`config.mk`:
```
export PLATFORM = sky130hd
export DESIGN_NAME = i2c_req_arbiter_flat
export DESIGN_NICKNAME = d
export VERILOG_FILES = /design/src/rtl/i2c_req_arbiter_if.sv /design/src/rtl/i2c_req_arbiter.sv /design/src/flat_wrapper.sv
export SDC_FILE = /design/constraint.sdc
export NUM_CORES = 1
export LEC_CHECK = 0
export ABC_AREA = 1
export BUFFER_PORTS_ARGS = -buffer_cell sky130_fd_sc_hd__buf_2
export CAP_MARGIN = 0
export CORE_ASPECT_RATIO = 1.2
export CORE_MARGIN = 5
export CORE_UTILIZATION = 35
export DETAILED_ROUTE_END_ITERATION = 10
export PLACE_DENSITY = 0.59
export SLEW_MARGIN = 15
export SYNTH_ARGS = -nofsm -noshare
export SYNTH_HDL_FRONTEND = slang
export SYNTH_SLANG_ARGS = --single-unit
```
`constraint.sdc`:
```
create_clock -name i_clk -period 2.5 [get_ports i_clk]
set_input_delay 0.5 -clock i_clk [delete_from_list [all_inputs] [get_ports i_clk]]
set_output_delay 0.5 -clock i_clk [all_outputs]
set_load 0.01 [all_outputs]
```
`src/rtl/i2c_req_arbiter_if.sv`:
```
// +----------------------------------------------------------------------------+
// | Module      : i2c_req_arbiter_if                                           |
// | Description : Requester/engine bundle between clients and i2c_req_arbiter. |
// | Revision    : 1.0 - initial release                                        |
// +----------------------------------------------------------------------------+
`default_nettype none

interface i2c_req_arbiter_if #(
    parameter int NUM_REQ = 3
);
    logic [NUM_REQ-1:0]    i_req_valid;
    logic [NUM_REQ*16-1:0] i_req_data;
    logic [NUM_REQ-1:0]    o_req_ready;
    logic [NUM_REQ-1:0]    o_req_err;
    logic [NUM_REQ-1:0]    o_grant;
    logic                  o_busy;
    logic                  o_i2c_req;
    logic [15:0]           o_i2c_data;
    logic                  i_i2c_done;
    logic                  i_i2c_ack;

    // Arbiter side.
    modport slave (
        input  i_req_valid, i_req_data, i_i2c_done, i_i2c_ack,
        output o_req_ready, o_req_err, o_grant, o_busy, o_i2c_req, o_i2c_data
    );

    // Requesters plus I2C engine side.
    modport master (
        output i_req_valid, i_req_data, i_i2c_done, i_i2c_ack,
        input  o_req_ready, o_req_err, o_grant, o_busy, o_i2c_req, o_i2c_data
    );
endinterface

`default_nettype wire

```
`src/rtl/i2c_req_arbiter.sv`:
```
// +----------------------------------------------------------------------------+
// | Module      : i2c_req_arbiter                                              |
// | Description : Round-robin arbiter sharing one I2C engine among requesters. |
// | Revision    : 1.0 - initial release                                        |
// +----------------------------------------------------------------------------+
`default_nettype none

module i2c_req_arbiter #(
    parameter int          NUM_REQ     = 3,
    parameter logic [15:0] TIMEOUT_CYC = 16'd50000
) (
    input  wire                i_clk,
    input  wire                i_rstn,
    i2c_req_arbiter_if.slave   bus
);

    localparam int                 c_idx_w    = $clog2(NUM_REQ);
    localparam logic [c_idx_w:0]   c_num_ext  = (c_idx_w + 1)'(NUM_REQ);
    localparam logic [NUM_REQ-1:0] c_one      = NUM_REQ'(1);
    localparam logic [15:0]        c_tmo_last = TIMEOUT_CYC - 16'd1;

    typedef logic [c_idx_w-1:0] idx_t;

    typedef enum logic [1:0] {
        ST_IDLE  = 2'd0,
        ST_ISSUE = 2'd1,
        ST_WAIT  = 2'd2,
        ST_DONE  = 2'd3
    } state_t;

    state_t             r_state_q, w_state_d;
    logic [NUM_REQ-1:0] r_grant_q, w_grant_d;
    logic [15:0]        r_data_q,  w_data_d;
    idx_t               r_owner_q, w_owner_d;
    idx_t               r_last_q,  w_last_d;
    logic               r_err_q,   w_err_d;
    logic [15:0]        r_tmo_q,   w_tmo_d;

    logic [c_idx_w:0]   w_cand;
    idx_t               w_win_idx;
    logic               w_any;

    assign w_any = |bus.i_req_valid;

    // Walk candidates from lowest to highest priority so the nearest one
    // after last_grant is the final overwrite.
    always_comb begin
        w_cand    = '0;
        w_win_idx = '0;
        for (int i = NUM_REQ; i >= 1; i--) begin
            w_cand = {1'b0, r_last_q} + (c_idx_w + 1)'(i);
            if (w_cand >= c_num_ext) begin
                w_cand = w_cand - c_num_ext;
            end
            if (bus.i_req_valid[w_cand[c_idx_w-1:0]]) begin
                w_win_idx = w_cand[c_idx_w-1:0];
            end
        end
    end

    always_comb begin
        w_state_d = r_state_q;
        w_grant_d = r_grant_q;
        w_data_d  = r_data_q;
        w_owner_d = r_owner_q;
        w_last_d  = r_last_q;
        w_err_d   = r_err_q;
        w_tmo_d   = '0;
        case (r_state_q)
            ST_IDLE: begin
                if (w_any) begin
                    w_state_d = ST_ISSUE;
                    w_owner_d = w_win_idx;
                    w_grant_d = c_one << w_win_idx;
                    w_data_d  = bus.i_req_data[{w_win_idx, 4'b0000} +: 16];
                end
            end
            ST_ISSUE: begin
                w_state_d = ST_WAIT;
            end
            ST_WAIT: begin
                w_tmo_d = r_tmo_q + 16'd1;
                // A done in the timeout cycle still reports the engine's ack.
                if (bus.i_i2c_done) begin
                    w_state_d = ST_DONE;
                    w_err_d   = bus.i_i2c_ack;
                    w_last_d  = r_owner_q;
                end else if (r_tmo_q == c_tmo_last) begin
                    w_state_d = ST_DONE;
                    w_err_d   = 1'b1;
                    w_last_d  = r_owner_q;
                end
            end
            ST_DONE: begin
                w_state_d = ST_IDLE;
                w_grant_d = '0;
                w_err_d   = 1'b0;
            end
            default: begin
                w_state_d = ST_IDLE;
            end
        endcase
    end

    always_ff @(posedge i_clk or negedge i_rstn) begin
        if (!i_rstn) begin
            r_state_q <= ST_IDLE;
            r_grant_q <= '0;
            r_data_q  <= 16'h0000;
            r_owner_q <= '0;
            r_last_q  <= c_idx_w'(NUM_REQ - 1);
            r_err_q   <= 1'b0;
            r_tmo_q   <= '0;
        end else begin
            r_state_q <= w_state_d;
            r_grant_q <= w_grant_d;
            r_data_q  <= w_data_d;
            r_owner_q <= w_owner_d;
            r_last_q  <= w_last_d;
            r_err_q   <= w_err_d;
            r_tmo_q   <= w_tmo_d;
        end
    end

    assign bus.o_busy      = (r_state_q != ST_IDLE);
    assign bus.o_i2c_req   = (r_state_q == ST_ISSUE);
    assign bus.o_grant     = r_grant_q;
    assign bus.o_i2c_data  = r_data_q;
    assign bus.o_req_ready = (r_state_q == ST_DONE) ? r_grant_q : '0;
    assign bus.o_req_err   = ((r_state_q == ST_DONE) && r_err_q) ? r_grant_q : '0;

endmodule

`default_nettype wire

```
`src/flat_wrapper.sv`:
```
// flat-port wrapper written by rule: the top's interface ports become plain ports
module i2c_req_arbiter_flat 
#(
    parameter int          NUM_REQ     = 3,
    parameter logic [15:0] TIMEOUT_CYC = 16'd50000
)
  (i_clk, i_rstn, bus_i_req_valid, bus_i_req_data, bus_i_i2c_done, bus_i_i2c_ack, bus_o_req_ready, bus_o_req_err, bus_o_grant, bus_o_busy, bus_o_i2c_req, bus_o_i2c_data);
  i2c_req_arbiter_if #(.NUM_REQ(NUM_REQ)) bus_i ();
  input  wire i_clk;
  input  wire i_rstn;
  input wire logic [$bits(bus_i.i_req_valid)-1:0] bus_i_req_valid;
  input wire logic [$bits(bus_i.i_req_data)-1:0] bus_i_req_data;
  input wire logic [$bits(bus_i.i_i2c_done)-1:0] bus_i_i2c_done;
  input wire logic [$bits(bus_i.i_i2c_ack)-1:0] bus_i_i2c_ack;
  output wire logic [$bits(bus_i.o_req_ready)-1:0] bus_o_req_ready;
  output wire logic [$bits(bus_i.o_req_err)-1:0] bus_o_req_err;
  output wire logic [$bits(bus_i.o_grant)-1:0] bus_o_grant;
  output wire logic [$bits(bus_i.o_busy)-1:0] bus_o_busy;
  output wire logic [$bits(bus_i.o_i2c_req)-1:0] bus_o_i2c_req;
  output wire logic [$bits(bus_i.o_i2c_data)-1:0] bus_o_i2c_data;
  assign bus_i.i_req_valid = bus_i_req_valid;
  assign bus_i.i_req_data = bus_i_req_data;
  assign bus_i.i_i2c_done = bus_i_i2c_done;
  assign bus_i.i_i2c_ack = bus_i_i2c_ack;
  assign bus_o_req_ready = bus_i.o_req_ready;
  assign bus_o_req_err = bus_i.o_req_err;
  assign bus_o_grant = bus_i.o_grant;
  assign bus_o_busy = bus_i.o_busy;
  assign bus_o_i2c_req = bus_i.o_i2c_req;
  assign bus_o_i2c_data = bus_i.o_i2c_data;
  i2c_req_arbiter #(.NUM_REQ(NUM_REQ), .TIMEOUT_CYC(TIMEOUT_CYC)) u_core (.i_clk(i_clk), .i_rstn(i_rstn), .bus(bus_i));
endmodule
```
# --- Word level (Yosys, flattened, before mapping) ---
# Cells that the tools add are included.
totals:
  regBits: 42
  inputBits: 55
  out_inout_bits: 27
  word_cells: 66
classes:
  n_addsub: 7
  n_lt_le_gt_ge: 6
  n_eq_ne: 6
  n_shift: 2
  n_mux: 26
  reduce_logical: 12
ops:
  columns: ["op", "n"]
  rows:
  - ["48-bit by 7-bit variable part select with 16-bit output", 1]
  - ["2-bit 2-to-1 mux", 11]
  - ["16-bit by 1-bit adder with 16-bit output, second input constant", 1]
  - ["16-bit equality test, second input constant", 1]
  - ["16-bit 2-to-1 mux", 1]
  - ["2-bit AND reduction", 5]
  - ["3-bit by 2-bit greater-or-equal comparator with 1-bit output, second input constant", 3]
  - ["2-bit by 3-bit < comparator with 1-bit output, second input constant", 3]
  - ["3-bit 2-to-1 mux", 3]
  - ["2-bit one-hot mux with 4 select lines", 1]
  - ["2-bit nonzero test", 4]
  - ["2-bit by 2-bit adder with 3-bit output, second input constant", 2]
  - ["1-bit binary-select mux with 2-bit select", 3]
  - ["3-bit one-hot mux with 2 select lines", 1]
  - ["2-bit subtractor, second input constant", 3]
  - ["1-bit 2-to-1 mux", 5]
  - ["2-bit equality test, second input constant", 2]
  - ["2-bit by 1-bit adder with 3-bit output, second input constant", 1]
  - ["3-bit by 2-bit inequality test with 1-bit output, second input constant", 1]
  - ["3-bit OR reduction", 1]
  - ["1-bit by 2-bit left shift with 3-bit output, first input constant", 1]
  - ["2-bit by 1-bit equality test with 1-bit output, second input constant", 1]
  - ["2-bit zero test", 1]
  - ["2-bit by 1-bit inequality test with 1-bit output, second input constant", 1]
  - ["2 further kinds", 2]

# --- Longest topological paths before layout ---
logic_depth:
  word_depth: 11
  depth_mapped: 15
  mapped_depth_nobuf: 13

# --- Worst setup path before layout ---
# OpenSTA, ideal clock, no wires.
synth_path:
  path_type: "flip-flop to flip-flop"
  startpoint: "reg u_core.r_last_q[1]"
  endpoint: "reg u_core.r_data_q[10] (netlist: u_core.bus.o_i2c_data[10])"
  setup_ns: 0.113
  arrival_ns: 1.809
  t_required_ns: 2.387
  slack_ns: 0.578
  stages_incl_launch_ff: 15
  path_buffers: 2
  synth_period_minus_slack_ns: 1.922
  path_cell_list: "dfstp_2 -> inv_1 -> ha_1 -> buf_6 -> nor2_1 -> nand2_1 -> nand3_1 -> nand2_4 -> buf_4 -> nand3_1 -> nand2_1 -> inv_1 -> nand3_1 -> nand2_1 -> inv_1"
synth_between:
  elab_chain_len: 9
  elab_cells_between_ends: 22
  classes_between: "add/sub (6); order compare (3); shift (1); mux (12)"
synth_rtl:
  columns: ["element", "line_no", "source"]
  rows:
  - ["start, declared", "i2c_req_arbiter.sv:35", "idx_t r_last_q, w_last_d;"]
  - ["start signal, assigned", "i2c_req_arbiter.sv:111", "r_last_q <= c_idx_w'(NUM_REQ - 1);"]
  - ["start signal, assigned", "i2c_req_arbiter.sv:119", "r_last_q <= w_last_d;"]
  - ["2-bit by 2-bit adder with 3-bit output", "i2c_req_arbiter.sv:51", "w_cand = {1'b0, r_last_q} + (c_idx_w + 1)'(i);"]
  - ["3-bit by 2-bit greater-or-equal comparator with 1-bit output / 2-bit subtractor (equally long branches)", "i2c_req_arbiter.sv:52, i2c_req_arbiter.sv:53", null]
  - ["2-bit 2-to-1 mux", "i2c_req_arbiter.sv:52", "if (w_cand >= c_num_ext) begin"]
  - ["1-bit binary-select mux with 2-bit select", "i2c_req_arbiter.sv:55", "if (bus.i_req_valid[w_cand[c_idx_w-1:0]]) begin"]
  - ["1-bit 2-to-1 mux (not written as such)", "i2c_req_arbiter.sv:55", null]
  - ["2-bit 2-to-1 mux (2 in series)", "i2c_req_arbiter.sv:55", null]
  - ["2-bit 2-to-1 mux (*)", "i2c_req_arbiter.sv:55", null]
  - ["48-bit by 7-bit variable part select with 16-bit output (*)", "i2c_req_arbiter.sv:75", "w_data_d = bus.i_req_data[{w_win_idx, 4'b0000} +: 16];"]
  - ["end signal, assigned", "i2c_req_arbiter.sv:117", "r_data_q <= w_data_d;"]
  - ["end, declared", "i2c_req_arbiter.sv:33", "logic [15:0] r_data_q, w_data_d;"]
# Every way passes the cells marked *; elsewhere a longest branch is shown, timed or not. The select of a mux whose other input is x is not followed.
# A chain may end at the register's enable or synchronous reset.

# --- Final worst setup path ---
layout_path:
  startpoint: "reg u_core.r_last_q[1]"
  endpoint: "reg u_core.r_data_q[2] (netlist: u_core.bus.o_i2c_data[2])"
# The elaborated chain is that of the path after synthesis.

==> flow_metrics.tcl <==
set metrics [dict create \
    arrival_ns 2.54 \
    wire_per_inst_um 13.2 \
    post-synth-top-count-cell "nand2_1" \
    area_growth_pct 19.9 \
    r2r_start "u_core.r_last_q[1]$_DFFE_PN1P_" \
    synth_edf_count 0 \
    relSlewSlack_pct 64.3 \
    vias 2598 \
    syn-num-nets 430 \
    grt_pass1_wl_mm 12.1 \
    finalCritPeriodShare_pct 92.1 \
    ctsResizeCount 0 \
    dieArea_um2 9610 \
    setup_ws_ns 0.198 \
    hold_buffers 0 \
    ir_drop_mv 0.753 \
    clk_latency_ns 0.29 \
    cts.clk_slew.worst_paths_ns 0.09 \
    dp_hpwl_mm 5.57 \
    cts_buffers 5 \
    cp.required_ns 2.74 \
    yosysSeqAreaShare_pct 38.8 \
    yosys_register_bits 42 \
    holdCritPathClass "input port to asynchronous set/reset pin" \
    clockBufferDepth 2 \
    diodes 0 \
    initial_core_util_pct 35.6 \
    startpoint_type "flip-flop" \
    gp_congestion 0.885 \
    antenna_found_initial 0 \
    ioPinCount 82 \
    dr.pass1.iters 4 \
    outcome "finished, final reports clean" \
    holdWs_ns 0.180 \
    cts_tree "done" \
    drive_above_1_share_pct 27.7 \
    finalHoldViolations 0 \
    async_flop_share_pct 100 \
    wl_mm 7.10 \
    drt_iter0_drc 94 \
    skew_ns 0.0101 \
    r2r_slack_ns 0.20 \
    setup_viol 0 \
    port_buffers 81 \
    slew_viol_final 0 \
    cts_root_buf "clkbuf_8" \
    grt-ovfl-total 0 \
    row_count 35 \
    ys.flop_type "dfrtp_1" \
    rsz0062_at_grt "false" \
    die_height_um 106 \
    core_um2 7620 \
    htreeDepth 2 \
    ant_nets 0 \
    pre_cts_slack_ns 0.219 \
    worst_path_largest_cell_delay_ns 0.53 \
    ys_warn_count 0 \
    ys_types 35 \
    crit_start "u_core.r_last_q[1]$_DFFE_PN1P_" \
    max_cap_violations 0 \
    syn_inst 367 \
    routed_via_density 4.82 \
    cp-end-kind "flip-flop" \
    grt_pass1_vias 2558 \
    multi_input_area_um2 1320 \
    die_w_um 90.3 \
    clock-sinks 42 \
    final_util_pct 42.6 \
    synthesis.area_um2 2710 \
    drcViolationCount 0 \
    powerDensity_nw_per_um2 1220 \
    seq_area_um2 1050 \
    grt_start_max_net_pins 33 \
    period_needed_ns 2.30 \
    critPathMaxFanout 23 \
    synth.area.top_cells "dfrtp_1 (38%), nand3_1 (11%), nand2_1 (9.1%), inv_1 (8.3%), nor2_1 (4.7%)" \
    synth_top_area_share_pct 37.9 \
    grt_usage_pct 14.9 \
    path_cells "inv_1, ha_1, inv_4, nand2_2, nand2_2, o21ai_4, nand3_4, nand2_4, nand3_1, nand3_1, nand2_1, inv_1" \
    nets 509 \
    n_fill_cell 833 \
    cp_slowest_cell "dfstp_2" \
    path_class "flip-flop to flip-flop" \
    synth.avg_cell_area_um2 7.38 \
    postCtsSetupRepairBufs 0 \
    leakage_nw 1.71 \
    synth_common_cells "nand2_1 (66), nand3_1 (62), inv_1 (60)" \
    tightest_slew_ns 0.536 \
    yosysTopAreaCell "dfrtp_1" \
    setup-tns-final_ns 0 \
    max_freq_mhz 434 \
]
cells by family after synthesis:
| logic type | share of synthesized area, % |
|---|---|
| XOR/XNOR | 1.29 |
| flip-flops | 38.8 |
| adder cells (fa/ha/maj) | 3.70 |
| AND/OR/NAND/NOR | 35.6 |
| AO/OA/AOI/OAI | 8.13 |
| buffers and inverters | 12.5 |
state kept, by name, summed over array words and instances, names as in the netlist:
name,count
u_core.r_err_q,1
u_core.r_tmo_q,16
u_core.bus.o_i2c_data,16
u_core.r_owner_q,2
u_core.bus.o_grant,3
u_core.r_last_q,2
u_core.r_state_q,2
layout make-up:
cell class / instances / area share [%]
inverter: 63 / 7.36
tap: 92 / 3.55
multi-input combinational: 249 / 40.6
timing repair buffer: 85 / 13.4
clock inverter: 2 / 0.424
sequential: 42 / 32.4
clock buffer: 6 / 2.24
through the flow:
step	instances	area [µm²]	power, mW
2_1_floorplan	367	2710	3.10
3_5_place_dp	531	3160	3.54
3_3_place_gp	531	3160	3.49
4_1_cts	539	3250	3.99
5_1_grt	539	3250	4.34
6_report	539	3250	3.95
worst max-delay path: cells and delay by family, from the launching register on:
family                     cells  cell delay, ns
and+or+nand+nor                7            0.89
DFF                            1            0.53
adders and majority gates      1            0.50
buffers and inverters          3            0.17
AOI/OAI and AO/OA              1            0.16
per-layer routing:
metal	track usage [%]	wire, µm
met5	0	0
met4	3.40	27
met3	5.66	656
met1	18.8	3130
met2	24.1	3280
layout by cell type, fill, tap and decap left out:
master	synthesis	layout
nand4_1	4	4
o22ai_1	3	3
dfrtp_1	41	41
nor4_2	1	1
nor3_1	7	7
nand2_1	66	66
inv_4	1	1
xor2_1	2	2
o21ai_4	1	1
nor2_2	1	1
nand3_2	3	3
clkbuf_1	2	1
nand2_2	2	2
o211ai_1	1	1
a22oi_1	1	1
clkinv_4	0	1
nor4_1	3	3
buf_2	3	81
clkbuf_8	0	5
a21oi_2	1	1
dfstp_2	1	1
ha_1	8	8
o21ai_2	1	1
inv_1	60	60
a21oi_1	17	17
nor2_1	34	34
or2_2	12	12
a31oi_2	1	1
nand3_4	1	1
clkinv_2	0	1
nand3_1	62	62
inv_2	2	2
xnor2_1	2	2
nand2_4	4	4
o21ai_0	11	11
buf_4	2	4
power by group:
group	internal [mW]	switching (mW)	leakage [nW]
sequential	0.910	0.123	0.524
combinational	0.857	1.63	1.14
clock	0.197	0.237	0.0452
total	1.96	1.99	1.71
worst paths after layout:
check	endpoint	cells past startpoint
min in group i_clk	u_core.bus.o_i2c_data[3]$_DFFE_PN0P_	3
max in group asynchronous	u_core.bus.o_i2c_data[7]$_DFFE_PN0P_	2
setup reg to reg	u_core.bus.o_i2c_data[2]$_DFFE_PN0P_	12
hold reg to reg	u_core.r_tmo_q[0]$_DFF_PN0_	1
hold / removal	u_core.r_state_q[0]$_DFFE_PN0P_	1
setup / recovery	u_core.bus.o_i2c_data[2]$_DFFE_PN0P_	12
Note: power is estimated with default switching activity, not from simulation.
